<file path="src/rtl/vector_shift_scheduler.sv">
// Issue controller sharing one pipelined vector shift unit between NUM_REQ requesters.
// Each accepted instruction becomes LMUL single-register micro-ops tracked to writeback by a tag pipe.
module vector_shift_scheduler #(
  parameter int NUM_REQ    = 2,
  parameter int LATENCY    = 3,
  parameter int REG_ADDR_W = 5,
  parameter int EXEC_W     = 16,
  localparam int ID_W      = (NUM_REQ > 1) ? $clog2(NUM_REQ) : 1
) (
  input  logic                              clock,
  input  logic                              reset,
  input  logic [NUM_REQ-1:0]                req_valid,
  output logic [NUM_REQ-1:0]                req_ready,
  input  logic [NUM_REQ-1:0][EXEC_W-1:0]    req_execution_vector,
  input  logic [NUM_REQ-1:0][REG_ADDR_W-1:0] req_vs2_addr,
  input  logic [NUM_REQ-1:0][REG_ADDR_W-1:0] req_vs1_addr,
  input  logic [NUM_REQ-1:0][REG_ADDR_W-1:0] req_vd_addr,
  input  logic [NUM_REQ-1:0][1:0]           req_lmul,
  output logic                              issue_valid,
  output logic [EXEC_W-1:0]                 issue_execution_vector,
  output logic [REG_ADDR_W-1:0]             issue_vs2_addr,
  output logic [REG_ADDR_W-1:0]             issue_vs1_addr,
  output logic                              wb_valid,
  output logic [REG_ADDR_W-1:0]             wb_vd_addr,
  output logic [ID_W-1:0]                   wb_req_id,
  output logic [NUM_REQ-1:0]                done,
  output logic                              busy
);

  typedef enum logic [1:0] {IDLE, ISSUE, DRAIN} state_t;

  state_t                state_q;
  logic [ID_W-1:0]       ptr_q;
  logic [ID_W-1:0]       id_q;
  logic [EXEC_W-1:0]     op_q;
  logic [REG_ADDR_W-1:0] vs2_q;
  logic [REG_ADDR_W-1:0] vs1_q;
  logic [REG_ADDR_W-1:0] vd_q;
  logic [2:0]            cnt_q;
  logic [2:0]            lastK_q;
  logic                  issueValid_q;

  logic [LATENCY-1:0]    tagValid_q;
  logic [LATENCY-1:0]    tagLast_q;
  logic [REG_ADDR_W-1:0] tagVd_q [LATENCY];
  logic [ID_W-1:0]       tagId_q [LATENCY];

  logic                  grantAny;
  logic                  highAny;
  logic [ID_W-1:0]       highIdx;
  logic [ID_W-1:0]       lowIdx;
  logic [ID_W-1:0]       grantIdx;
  logic [ID_W-1:0]       ptr_d;
  logic [2:0]            grantLastK;
  logic                  acceptGo;
  logic                  lastOut;
  logic                  issueLast;

  // Round-robin: lowest valid index at/after the pointer, else lowest valid index overall.
  always_comb begin
    highAny  = 1'b0;
    highIdx  = '0;
    lowIdx   = '0;
    grantAny = |req_valid;
    for (int j = NUM_REQ - 1; j >= 0; j--) begin
      if (req_valid[j]) begin
        lowIdx = ID_W'(j);
        if (ID_W'(j) >= ptr_q) begin
          highAny = 1'b1;
          highIdx = ID_W'(j);
        end
      end
    end
    grantIdx = highAny ? highIdx : lowIdx;
  end

  always_comb begin
    grantLastK = 3'd0;
    case (req_lmul[grantIdx])
      2'b00:   grantLastK = 3'd0;
      2'b01:   grantLastK = 3'd1;
      2'b10:   grantLastK = 3'd3;
      default: grantLastK = 3'd7;
    endcase
  end

  assign ptr_d     = (grantIdx == ID_W'(NUM_REQ - 1)) ? '0 : grantIdx + ID_W'(1);
  assign acceptGo  = (state_q == IDLE) && grantAny && !reset;
  assign req_ready = acceptGo ? (NUM_REQ'(1) << grantIdx) : '0;
  assign issueLast = issueValid_q && (cnt_q == lastK_q);
  assign lastOut   = tagValid_q[LATENCY-1] && tagLast_q[LATENCY-1];

  always_ff @(posedge clock) begin
    if (reset) begin
      state_q      <= IDLE;
      ptr_q        <= '0;
      id_q         <= '0;
      op_q         <= '0;
      vs2_q        <= '0;
      vs1_q        <= '0;
      vd_q         <= '0;
      cnt_q        <= '0;
      lastK_q      <= '0;
      issueValid_q <= 1'b0;
    end else begin
      case (state_q)
        IDLE: begin
          if (grantAny) begin
            state_q      <= ISSUE;
            ptr_q        <= ptr_d;
            id_q         <= grantIdx;
            op_q         <= req_execution_vector[grantIdx];
            vs2_q        <= req_vs2_addr[grantIdx];
            vs1_q        <= req_vs1_addr[grantIdx];
            vd_q         <= req_vd_addr[grantIdx];
            cnt_q        <= '0;
            lastK_q      <= grantLastK;
            issueValid_q <= 1'b1;
          end
        end
        ISSUE: begin
          // Register addresses wrap naturally at 2^REG_ADDR_W; group alignment is not enforced.
          vs2_q <= vs2_q + REG_ADDR_W'(1);
          vs1_q <= vs1_q + REG_ADDR_W'(1);
          vd_q  <= vd_q + REG_ADDR_W'(1);
          cnt_q <= cnt_q + 3'd1;
          if (cnt_q == lastK_q) begin
            state_q      <= DRAIN;
            issueValid_q <= 1'b0;
          end
        end
        DRAIN: begin
          if (lastOut) begin
            state_q <= IDLE;
          end
        end
        default: state_q <= IDLE;
      endcase
    end
  end

  // One stage per cycle of register read plus shift latency; the tail drives writeback.
  always_ff @(posedge clock) begin
    if (reset) begin
      tagValid_q <= '0;
      tagLast_q  <= '0;
      for (int i = 0; i < LATENCY; i++) begin
        tagVd_q[i] <= '0;
        tagId_q[i] <= '0;
      end
    end else begin
      tagValid_q[0] <= issueValid_q;
      tagLast_q[0]  <= issueLast;
      tagVd_q[0]    <= vd_q;
      tagId_q[0]    <= id_q;
      for (int i = 1; i < LATENCY; i++) begin
        tagValid_q[i] <= tagValid_q[i-1];
        tagLast_q[i]  <= tagLast_q[i-1];
        tagVd_q[i]    <= tagVd_q[i-1];
        tagId_q[i]    <= tagId_q[i-1];
      end
    end
  end

  assign issue_valid            = issueValid_q;
  assign issue_execution_vector = op_q;
  assign issue_vs2_addr         = vs2_q;
  assign issue_vs1_addr         = vs1_q;
  assign wb_valid               = tagValid_q[LATENCY-1];
  assign wb_vd_addr             = tagVd_q[LATENCY-1];
  assign wb_req_id              = tagId_q[LATENCY-1];
  assign done                   = lastOut ? (NUM_REQ'(1) << tagId_q[LATENCY-1]) : '0;
  assign busy                   = (state_q != IDLE);

endmodule

</file>
<file path="config.mk">
export PLATFORM = sky130hd
export DESIGN_NAME = vector_shift_scheduler
export DESIGN_NICKNAME = d
export VERILOG_FILES = /design/src/rtl/vector_shift_scheduler.sv
export SDC_FILE = /design/constraint.sdc
export NUM_CORES = 1
export LEC_CHECK = 0
export CORE_ASPECT_RATIO = 2
export CORE_MARGIN = 3
export CORE_UTILIZATION = 47
export CTS_CLUSTER_DIAMETER = 100
export DETAILED_ROUTE_END_ITERATION = 10
export HOLD_SLACK_MARGIN = 0.06
export PLACE_DENSITY_LB_ADDON = 0.12
export SLEW_MARGIN = 20
export SYNTH_ARGS = -nofsm -noshare
export SYNTH_HDL_FRONTEND = slang
export SYNTH_SLANG_ARGS = --single-unit
</file>
<file path="constraint.sdc">
create_clock -name clock -period 3.1 [get_ports clock]
set_input_delay 0.31 -clock clock [delete_from_list [all_inputs] [get_ports clock]]
set_output_delay 0.31 -clock clock [all_outputs]
set_load 0.05 [all_outputs]
</file>
== Word level (Yosys, flattened, before mapping) ==
Memory sizes are Yosys's and may differ from the RTL's.
Index checks and enable logic that the tools add are counted.

* Register bits after elaboration: 48
* Bits in writable memories: 18
* Input port bits: 70
* Output and inout bits: 39
* Memories kept: 2

* Add/subtract/negate cells: 5
* $lt $le $gt $ge: 3
* Eq/ne operators: 8
* Shift-type cells: 2
* Mux-type cells: 47
* Bitwise logic cells: 6
* Reductions and logical operators: 14

{| class="wikitable"
|+ Memories
! memory !! depth !! bits a word !! rd ports !! clocked after memory_dff !! write ports !! RTL line !! source
|-
| tagVd_q || 3 || 5 || 3 || 0 || 3 || 45 || <nowiki>logic [REG_ADDR_W-1:0] tagVd_q [LATENCY];</nowiki>
|-
| tagId_q || 3 || 1 || 3 || 0 || 3 || 46 || <nowiki>logic [ID_W-1:0] tagId_q [LATENCY];</nowiki>
|}

{| class="wikitable"
|+ Operators with widths
! operator !! count
|-
| two-way mux 5 bit || 12
|-
| two-way mux 16 bit || 2
|-
| case mux 5 bit (2 select lines) || 3
|-
| two-way mux 1 bit || 18
|-
| adder 5 x 1 -> 5 bit, second input constant || 3
|-
| two-way mux 2 bit || 7
|-
| case mux 3 bit (3 select lines) || 1
|-
| != test 2 bit, second input constant || 3
|-
| OR 1 bit || 6
|-
| case mux 2 bit (3 select lines) || 1
|-
| case mux 3 bit (2 select lines) || 1
|-
| AND reduction 3 bit || 2
|-
| == test 2 x 1 -> 1 bit, second input constant || 2
|-
| == test 2 bit, second input constant || 2
|-
| logical AND 1 bit || 4
|-
| zero test 2 bit || 2
|-
| AND reduction 2 bit || 2
|-
| nonzero test 2 bit || 2
|-
| << shifter 1 x 1 -> 2 bit, first input constant || 2
|-
| adder 3 x 1 -> 3 bit, second input constant || 1
|-
| == test 3 bit || 1
|-
| two-way mux 3 bit || 1
|-
| >= comparator 1 bit, first input constant || 2
|-
| < comparator 1 x 2 -> 1 bit, second input constant || 1
|-
| 4 further kinds || 4
|}

== Depth between registers and ports, before layout ==
Gate-level depths: netlist of the first run.

* Depth after elaboration: 10
* Depth in mapped cells: 7

== Worst setup path before layout of the first run ==
Ideal clock, no wire load.

* Path type: reg-to-output
* Start: reg tagValid_q[2]
* End: out done[0]
* Arrival time: 1415 ps
* Required time: 2790 ps
* Slack: 1375 ps
* Stages on the path, launching flop included: 3
* Path buffers: 0
* Cells stage by stage: dfxtp_1 > nand2_1 > nor2_1

* Cells in the longest elaborated chain, start to end: 2

{| class="wikitable"
|+ RTL lines
! what !! RTL line !! source
|-
| start, declared || 43 || <nowiki>logic [LATENCY-1:0] tagValid_q;</nowiki>
|-
| start signal, assigned by index || 157 || <nowiki>tagValid_q[i] <= tagValid_q[i-1];</nowiki>
|-
| logical AND 1 bit || 91 || <nowiki>assign lastOut = tagValid_q[LATENCY-1] && tagLast_q[LATENCY-1];</nowiki>
|-
| two-way mux 2 bit || 172 || <nowiki>assign done = lastOut ? (NUM_REQ'(1) << tagId_q[LATENCY-1]) : '0;</nowiki>
|-
| end, declared || 26 || <nowiki>output logic [NUM_REQ-1:0] done,</nowiki>
|}

Every way passes these cells.

== Final worst setup path of the first run ==
* Start: reg state_q[1]
* End: out busy

* Cells in the longest elaborated chain, start to end: 1

{| class="wikitable"
|+ RTL lines
! what !! RTL line !! source
|-
| start, declared || 32 || <nowiki>state_t state_q;</nowiki>
|-
| start signal, assigned || 95 || <nowiki>state_q <= IDLE;</nowiki>
|-
| start signal, assigned || 109 || <nowiki>state_q <= ISSUE;</nowiki>
|-
| start signal, assigned || 128 || <nowiki>state_q <= DRAIN;</nowiki>
|-
| nonzero test 2 bit || 173 || <nowiki>assign busy = (state_q != IDLE);</nowiki>
|-
| end, declared || 27 || <nowiki>output logic busy</nowiki>
|}

Every way passes these cells.

==> reports/metrics.yaml, run 1 <==
logic_synthesis:
  yosys_warnings: 0
  ys_seq_elements: 66
  syn_area_per_cell_um2: 9.30
  synth-edff-count: 0
  syn_area_um2: 2860
  synth_area_leader_cell: "dfxtp_1"
  syn_nets: 381
  synthArstFlopShare_pct: 0
  synthCells: 307
  synth.distinct_cells: 39
  ys_seq_area_share_pct: 46.3
  ys.flop_type: "dfxtp_1"
  synth_top_area_share_pct: 46.3
  yosys-top-cells-area: "dfxtp_1, nor2b_1, a21oi_1"
critical_path:
  worstSetupEndpointType: "output pin"
  cp_slowest_stage_delay_ns: 0.79
  crit_chain: "nor2_4 > inv_1 > clkdlybuf4s50_1"
  worstSetupStartpointType: "flop"
  crit_fanout: 10
  cp.arrival_ns: 1.90
  required_ns: 2.79
  critical_path_class: "reg -> out"
  slowest_stage: "clkdlybuf4s50_1"
routing:
  drt_iter0_markers: 107
  ant_nets: 0
  totalWireLength_mm: 7.31
  dr.pass1.iters: 4
  drc: 0
  wl_per_cell_um: 15.6
  viasPerCell: 5.55
  vias: 2596
power_and_ir_drop:
  p_per_area_nw_per_um2: 737
  worst_ir_drop_vdd_mv: 0.450
  power_leakage_uw: 0.00165
global_routing:
  grt_usage_pct: 21.2
  grt_pass1_vias: 2534
  grt_max_degree: 38
  grt_overflow: 0
  antenna_found_initial: 0
  grt_pass1_wl_mm: 11.3
place:
  dpl_worst_slack_ns: 0.788
  portBuffers: 108
  dpl.hpwl_mm: 5.40
  gp_congestion: 0.845
sta:
  max_slew_margin_pct: 59.8
  maxClockFrequency_mhz: 453
  skew_ns: 0.00699
  hold_violations: 0
  slew_viol_final: 0
  rsz0062_at_grt: "false"
  fin_setup_tns_ns: 0
  setup_ws_ns: 0.893
  fin_crit_sh_pct: 71.2
  period_minus_slack_ns: 2.21
  worstMarginPinSlew_ns: 0.602
  setup_viol: 0
cells_and_area:
  layout_common_cells: "clkdlybuf4s50_1, dfxtp_1, a21oi_1, nor2b_1, nor2_1"
  layout-drive-gt1-share_pct: 8.60
  mostFrequentLayoutCell: "clkdlybuf4s50_1"
  num_antenna_cells: 0
  layout.nets: 476
  area.growth.synth_to_final_pct: 48.1
floorplan:
  core_area_um2: 5810
  dieArea_um2: 7100
  rows: 39
  die_y_um: 116
  start_util_pct: 49.2
  ios: 109
  die_x_um: 61.1
cts:
  clock_latency_ns: 0.32
  cts_buffers: 9
  cts_tree: "built"
  root_buffer: "clkbuf_16"
  clock_sinks: 66
  cts-hold-fix-buffers: 0
  h-tree-depth: 3
  cts_setup_buffers: 0
  ctsResizeCount: 0
  cts_buffer_depth: 2
  path_clk_slew_ns: 0.06
status:
  status: "finished clean"
flow_run:
  maxCapViolations: 0
min_path:
  min_path_type: "in -> reg"
power breakdown:
| part | internal (µW) | switching (µW) | total, µW |
|---|---|---|---|
| logic | 394 | 555 | 950 |
| registers | 968 | 105 | 1070 |
| clock network | 712 | 384 | 1100 |
| total | 2070 | 1040 | 3120 |
layer usage:
metal | global-route usage [%] | wire [µm]
met5 | 0 | 0
met4 | 8.25 | 144
met3 | 5.42 | 479
met2 | 40.2 | 4050
met1 | 20.4 | 2630
through the flow:
step                      power, µW  instance area, µm²  hold slack (ns)  instances  utilization [%]
after floorplan                1710                2860            0.414        307                -
after global placement         2020                3900            0.418        452             67.1
after detailed placement       2040                3900            0.424        452             67.1
after CTS                      3130                4230            0.364        468             72.8
after global routing           3250                4230            0.391        468             72.8
final                          3120                4230            0.374        468             72.8
registers in the layout (all words and copies together) (netlist names), 2 cells and up:
register and count:
tagValid_q 3, issue_vs1_addr 5, tagLast_q 3, cnt_q 3
tagVd_q 15, vd_q 5, issue_vs2_addr 5, state_q 2
issue_execution_vector 16, lastK_q 3, tagId_q 3
cells by family (layout without fill, tap and decap cells):
logic type	after synthesis	after routing	share of synthesized area [%]
adders and majority gates	4	4	1.75
muxes	3	3	1.18
DFF	66	66	46.3
and+or+nand+nor	100	100	19.4
xor gates and xnor gates	9	9	2.76
AOI/OAI and AO/OA	94	94	22.6
buffers and inverters	31	131	6.00
worst max-delay path: cells and delay by family (launching register included):
family	cells	cell delay (ns)
buf+inv	2	0.87
flops	1	0.59
simple gates	1	0.12
final cells by class:
cell class | count | area (µm²)
clock buffer | 9 | 225
multi-input combinational | 210 | 1370
inverter | 3 | 11.3
tap | 61 | 76.3
timing repair buffer | 112 | 1130
sequential | 66 | 1320
fill | 460 | 1580
clock inverter | 7 | 103
path summary, 6_finish.rpt:
path,start,to,slack [ns],depth (start not counted)
worst max register to register,state_q[0],issue_execution_vector[14],1.17,4
worst min-delay path,reset,issue_execution_vector[3],0.37,2
worst max-delay path,state_q[1],busy,0.89,3
worst min register to register,tagVd_q[0][3],tagVd_q[0][8],0.43,1
synth_stat cells (4+ instances only):
| library cell | instances |
|---|---|
| o21ai_0 | 16 |
| a21oi_1 | 25 |
| nand2_1 | 8 |
| buf_6 | 4 |
| clkbuf_1 | 14 |
| a221o_1 | 8 |
| buf_4 | 5 |
| a21boi_0 | 13 |
| and3_1 | 15 |
| and2_1 | 8 |
| nor2_1 | 23 |
| a22oi_1 | 9 |
| buf_2 | 4 |
| ha_1 | 4 |
| xnor2_1 | 9 |
| nand3_1 | 9 |
| a222oi_1 | 8 |
| nor2b_1 | 25 |
| dfxtp_1 | 66 |
Power figures use the tool's default switching activity.
==> run 2, diff against run 1 <==
--- a/config.mk
+++ b/config.mk
@@ -7,7 +7,7 @@
 export LEC_CHECK = 0
 export CORE_ASPECT_RATIO = 2
 export CORE_MARGIN = 3
-export CORE_UTILIZATION = 47
+export CORE_UTILIZATION = 44
 export CTS_CLUSTER_DIAMETER = 100
 export DETAILED_ROUTE_END_ITERATION = 10
 export HOLD_SLACK_MARGIN = 0.06
==> constraint.sdc (replaced) <==
create_clock -name clock -period 2.05 [get_ports clock]
set_input_delay 0.205 -clock clock [delete_from_list [all_inputs] [get_ports clock]]
set_output_delay 0.205 -clock clock [all_outputs]
set_load 0.05 [all_outputs]
==> reports/metrics.yaml, run 2 (synthesis results as in run 1) <==
cts:
  cts-hold-fix-buffers: 0  # unchanged
  clock_latency_ns: 0.33  # was 0.32 ns
  path_clk_slew_ns: 0.05  # was 0.06 ns
  cts_setup_buffers: 0  # unchanged
  h-tree-depth: 3  # unchanged
  ctsResizeCount: 0  # unchanged
  root_buffer: "clkbuf_16"  # unchanged
  clock_sinks: 66  # unchanged
  cts_tree: "built"  # unchanged
  cts_buffers: 9  # unchanged
  cts_buffer_depth: 2  # unchanged
floorplan:
  dieArea_um2: 7550  # was 7100 µm²
  core_area_um2: 6160  # was 5810 µm²
  ios: 109  # unchanged
  die_x_um: 63.0  # was 61.1 µm
  rows: 40  # was 39
  die_y_um: 120  # was 116 µm
  start_util_pct: 46.4  # was 49.2%
place:
  placed_area_um2: 3960  # was 3900 µm²
  portBuffers: 108  # unchanged
  dpl.hpwl_mm: 5.10  # was 5.40 mm
  gp_congestion: 0.746  # was 0.845
  placed_cells: 480  # was 452
sta:
  fin_crit_sh_pct: 91.4
  slew_viol_final: 0  # unchanged
  max_slew_margin_pct: 64.0  # was 59.8%
  setup_viol: 0  # unchanged
  period_minus_slack_ns: 1.87
  maxClockFrequency_mhz: 534
  worstMarginPinSlew_ns: 0.538  # was 0.602 ns
  skew_ns: 0.00204  # was 0.00699 ns
  hold_violations: 0  # unchanged
  rsz0062_at_grt: "false"  # unchanged
  fin_setup_tns_ns: 0  # unchanged
critical_path:
  required_ns: 1.85  # was 2.79 ns
  r2r_start: "state_q[1]"  # was state_q[0]
  crit_chain: "nand2_1 > nor2_1 > clkdlybuf4s50_1"  # was nor2_4 > inv_1 > clkdlybuf4s50_1
  cp_slowest_stage_delay_ns: 0.80  # was 0.79 ns
  critical_path_class: "reg -> out"  # unchanged
  critPathTopFamily: "buffers and inverters"  # unchanged
  crit_fanout: 3  # was 10
  critPathBufInv: 1  # was 2
  worstSetupEndpointType: "output pin"  # unchanged
  worstReg2RegEnd: "issue_execution_vector[15]"  # was issue_execution_vector[14]
  ff2ff_path_depth: 4  # unchanged
  cp.arrival_ns: 1.67  # was 1.90 ns
  slowest_stage: "clkdlybuf4s50_1"  # unchanged
  critPathLaunch: "tagValid_q[2]"  # was state_q[1]
  path_depth: 3  # unchanged
  r2r_slack_ns: 0.47  # was 1.17 ns
  worstSetupStartpointType: "flop"  # unchanged
cells_and_area:
  layout-drive-gt1-share_pct: 9.47  # was 8.60%
  layout_common_cells: "clkdlybuf4s50_1, dfxtp_1, a21oi_1, nor2b_1, nor2_1"  # unchanged
  stdcell_count: 496  # was 468
  largest_register_ffs: 16  # unchanged
  fill_cells: 534  # was 460
  mostFrequentLayoutCell: "clkdlybuf4s50_1"  # unchanged
  area.growth.synth_to_final_pct: 50.0  # was 48.1%
  layout.nets: 481  # was 476
  num_antenna_cells: 0  # unchanged
  fin_area_um2: 4280  # was 4230 µm²
min_path:
  hold_start: "reset"  # unchanged
  hold_path_depth: 2  # unchanged
  holdPathEnd: "issue_execution_vector[8]"  # was issue_execution_vector[3]
  min_path_type: "in -> reg"  # unchanged
routing:
  vias: 2610  # was 2596
  viasPerCell: 5.26  # was 5.55
  drc: 0  # unchanged
  ant_nets: 0  # unchanged
  drt_iter0_markers: 136  # was 107
  dr.pass1.iters: 4  # unchanged
  totalWireLength_mm: 7.30  # was 7.31 mm
  wl_per_cell_um: 14.7  # was 15.6 µm
global_routing:
  grt_usage_pct: 20.7  # was 21.2%
  antenna_found_initial: 0  # unchanged
  grt_overflow: 0  # unchanged
  grt_max_degree: 38  # unchanged
  grt_pass1_wl_mm: 12.3  # was 11.3 mm
  grt_pass1_vias: 2661  # was 2534
status:
  status: "finished clean"  # unchanged
power_and_ir_drop:
  power_leakage_uw: 0.00167  # was 0.00165 µW
  worst_ir_drop_vdd_mv: 0.636  # was 0.450 mV
  p_per_area_nw_per_um2: 1100  # was 737 nW/µm²
flow_run:
  maxCapViolations: 0  # unchanged
==> run 2: changes by cell type in the layout (fill, tap and decap cells not counted) <==
cell             previous run  this run
clkinv_2                    1         2
clkdlybuf4s50_1           105       104
clkinvlp_4                  0         1
buf_4                       4        10
o21ai_0                    15        16
o21ai_2                     1         0
clkbuf_8                    0         1
clkbuf_1                    0         1
clkinv_4                    3         0
inv_8                       1         0
==> run 2: area by class of cell <==
cell class	count	area (µm²)	share of cell area [%]
repair buffers	117	1160	27.1
well taps	84	105	2.45
clock inverters	5	77.6	1.81
clock buffers	11	243	5.67
multi-input cells	210	1360	31.8
inverters	3	11.3	0.263
flip-flops and latches	66	1320	30.9
==> run 2: where the power goes <==
part	internal (µW)	total, µW	switching, µW	leakage (µW)
logic	618	1460	845	0.000972
clock network	1090	1630	539	0.000156
registers	1460	1610	146	0.000541
==> run 2: worst max-delay path by stage <==
stage | endpoint | slack [ns]
after floorplan | issue_execution_vector[0] | 0.35
after global placement | issue_execution_vector[2] | 0.24
after detailed placement | issue_execution_vector[15] | 0.20
after CTS | done[0] | 0.17
after global routing | req_ready[0] | 0.09
final | done[0] | 0.18
==> run 2: stage by stage <==
| step | setup slack (ns) | hold WS [ns] | power (µW) | util (%) |
|---|---|---|---|---|
| 2_1_floorplan | 0.347 | 0.344 | 2590 | - |
| 3_3_place_gp | 0.243 | 0.417 | 3080 | 64.3 |
| 3_5_place_dp | 0.202 | 0.421 | 3090 | 64.3 |
| 4_1_cts | 0.168 | 0.268 | 4750 | 69.6 |
| 5_1_grt | 0.0941 | 0.291 | 4930 | 69.6 |
| 6_report | 0.177 | 0.278 | 4700 | 69.6 |
==> run 2: layer usage <==
metal,global-route usage (%),routed length (µm)
met3,6.74,400
met1,21.3,2740
met2,36.7,3980
met5,0,0
met4,10.5,187
==> run 3, diff against run 2 <==
--- a/config.mk
+++ b/config.mk
@@ -6,8 +6,9 @@
 export NUM_CORES = 1
 export LEC_CHECK = 0
 export CORE_ASPECT_RATIO = 2
-export CORE_MARGIN = 3
-export CORE_UTILIZATION = 44
+export CORE_MARGIN = 5
+export CORE_UTILIZATION = 45
+export CTS_BUF_LIST = sky130_fd_sc_hd__clkbuf_8
 export CTS_CLUSTER_DIAMETER = 100
 export DETAILED_ROUTE_END_ITERATION = 10
 export HOLD_SLACK_MARGIN = 0.06
==> reports/metrics.yaml, run 3 (synthesis results as in run 1) <==
power_and_ir_drop:
  power_leakage_uw: 0.00163  # was 0.00167 µW
  p_per_area_nw_per_um2: 1000  # was 1100 nW/µm²
  worst_ir_drop_vdd_mv: 0.587  # was 0.636 mV
routing:
  dr.pass1.iters: 5  # was 4
  wl_per_cell_um: 14.3  # was 14.7 µm
  viasPerCell: 5.26  # about the same
  totalWireLength_mm: 7.13  # was 7.30 mm
  drt_iter0_markers: 146  # was 136
  vias: 2618  # was 2610
  ant_nets: 0  # unchanged
  drc: 0  # unchanged
status:
  status: "finished clean"  # unchanged
global_routing:
  grt_overflow: 0  # unchanged
  busiest_layer: "met2"  # unchanged
  grt_pass1_vias: 2560  # was 2661
  antenna_found_initial: 0  # unchanged
  global_route.usage.met2_pct: 32.4  # was 36.7%
  use_met1_pct: 18.6  # was 21.3%
  grt_pass1_wl_mm: 11.4  # was 12.3 mm
  met3_usage_pct: 6.50  # was 6.74%
  grt_max_degree: 46  # was 38
  grt_usage_pct: 18.5  # was 20.7%
cells_and_area:
  layout-drive-gt1-share_pct: 9.22  # was 9.47%
  area.growth.synth_to_final_pct: 46.3  # was 50.0%
  num_antenna_cells: 0  # unchanged
  layout_common_cells: "clkdlybuf4s50_1, dfxtp_1, a21oi_1, nor2b_1, nor2_1"  # unchanged
  mostFrequentLayoutCell: "clkdlybuf4s50_1"  # unchanged
  fill_cells: 560  # was 534
  largest_register_ffs: 16  # unchanged
  fin_util_pct: 66.8  # was 69.6%
  layout.nets: 482  # was 481
min_path:
  min_path_type: "in -> reg"  # unchanged
  hold_start: "reset"  # unchanged
  hold_path_depth: 2  # unchanged
  holdPathEnd: "issue_execution_vector[6]"  # was issue_execution_vector[8]
critical_path:
  worstReg2RegEnd: "vd_q[3]"  # was issue_execution_vector[15]
  crit_fanout: 10  # was 3
  worstSetupStartpointType: "flop"  # unchanged
  cp.arrival_ns: 1.66  # was 1.67 ns
  ff2ff_path_depth: 5  # was 4
  required_ns: 1.85  # about the same
  worstSetupEndpointType: "output pin"  # unchanged
  r2r_start: "state_q[0]"  # was state_q[1]
  r2r_slack_ns: 0.56  # was 0.47 ns
  critical_path_class: "reg -> out"  # unchanged
  critPathLaunch: "state_q[0]"  # was tagValid_q[2]
sta:
  setup_viol: 0  # unchanged
  fin_crit_sh_pct: 90.7  # was 91.4%
  hold_violations: 0  # unchanged
  worstMarginPinSlew_ns: 0.614  # was 0.538 ns
  whs_ns: 0.197  # was 0.278 ns
  rsz0062_at_grt: "false"  # unchanged
  slew_viol_final: 0  # unchanged
  maxClockFrequency_mhz: 538  # was 534 MHz
  period_minus_slack_ns: 1.86  # was 1.87 ns
  fin_setup_tns_ns: 0  # unchanged
  max_slew_margin_pct: 58.9  # was 64.0%
  skew_ns: 0.00773  # was 0.00204 ns
cts:
  cts_setup_buffers: 0  # unchanged
  root_buffer: "clkbuf_8"  # was clkbuf_16
  clock_latency_ns: 0.33  # about the same
  cts_buffer_depth: 2  # unchanged
  path_clk_slew_ns: 0.07  # was 0.05 ns
  h-tree-depth: 3  # unchanged
  cts_tree: "built"  # unchanged
  cts_buffers: 9  # unchanged
  ctsResizeCount: 0  # unchanged
  clock_sinks: 66  # unchanged
  cts-hold-fix-buffers: 0  # unchanged
floorplan:
  dieArea_um2: 8130  # was 7550 µm²
  die_x_um: 66.3  # was 63.0 µm
  start_util_pct: 45.6  # was 46.4%
  rows: 41  # was 40
  core_area_um2: 6260  # was 6160 µm²
  die_y_um: 123  # was 120 µm
  ios: 109  # unchanged
flow_run:
  maxCapViolations: 0  # unchanged
place:
  gp_congestion: 0.863  # was 0.746
  portBuffers: 108  # unchanged
  dpl.hpwl_mm: 5.28  # was 5.10 mm
-- run 3: cell count changes in the layout (fill, tap and decap cells not counted) --
| cell | delta |
|---|---|
| clkbuf_8 | +11 |
| clkbuf_16 | -9 |
| bufinv_16 | -1 |
| clkbuf_1 | -1 |
| clkdlybuf4s50_1 | +1 |
| clkinv_2 | -1 |
| clkinvlp_4 | -1 |
| inv_1 | +1 |
-- run 3: final cells by class --
type	instances	area, µm²	area share [%]
Sequential cell	66	1320	31.6
Timing Repair Buffer	118	1170	28.0
Inverter	3	11.3	0.270
Tap cell	86	108	2.58
Clock inverter	3	38.8	0.928
Clock buffer	12	165	3.95
Multi-Input combinational cell	210	1360	32.6
-- run 3: worst max path at each step --
| stage | endpoint | slack, ns | depth (start not counted) |
|---|---|---|---|
| floorplan | issue_execution_vector[0] | 0.35 | 6 |
| global placement | issue_execution_vector[1] | 0.24 | 5 |
| global route | done[0] | 0.07 | 3 |
| finish | busy | 0.19 | 3 |
| detailed placement | issue_execution_vector[13] | 0.19 | 5 |
| CTS | done[0] | 0.17 | 3 |
-- run 3: power by group --
part           leakage (µW)  switching [µW]  total [µW]  internal, µW
logic              0.000976             855        1480           625
registers          0.000541             133        1600          1460
clock network      0.000110             454        1100           648
total               0.00163            1440        4180          2740
-- run 3: critical path, cell delays in order, from the launching register on --
cell	delay (ns)
dfxtp_1	0.38
nor2_4	0.09
inv_1	0.05
clkdlybuf4s50_1	0.80
-- run 3: per-stage QoR --
| step | instance area (µm²) | std cells | setup slack (ns) | total power (µW) |
|---|---|---|---|---|
| floorplan | 2860 | 307 | 0.347 | 2590 |
| global placement | 3970 | 483 | 0.238 | 3090 |
| detailed placement | 3970 | 483 | 0.190 | 3110 |
| CTS | 4180 | 498 | 0.166 | 4220 |
| global route | 4180 | 498 | 0.0723 | 4420 |
| finish | 4180 | 498 | 0.190 | 4180 |
-- run 3: metal layers --
metal / up-vias / wire (µm)
met5: - / 0
met4: 0 / 211
met3: 19 / 431
met2: 93 / 3800
met1: 1210 / 2690
li1: 1296 / -
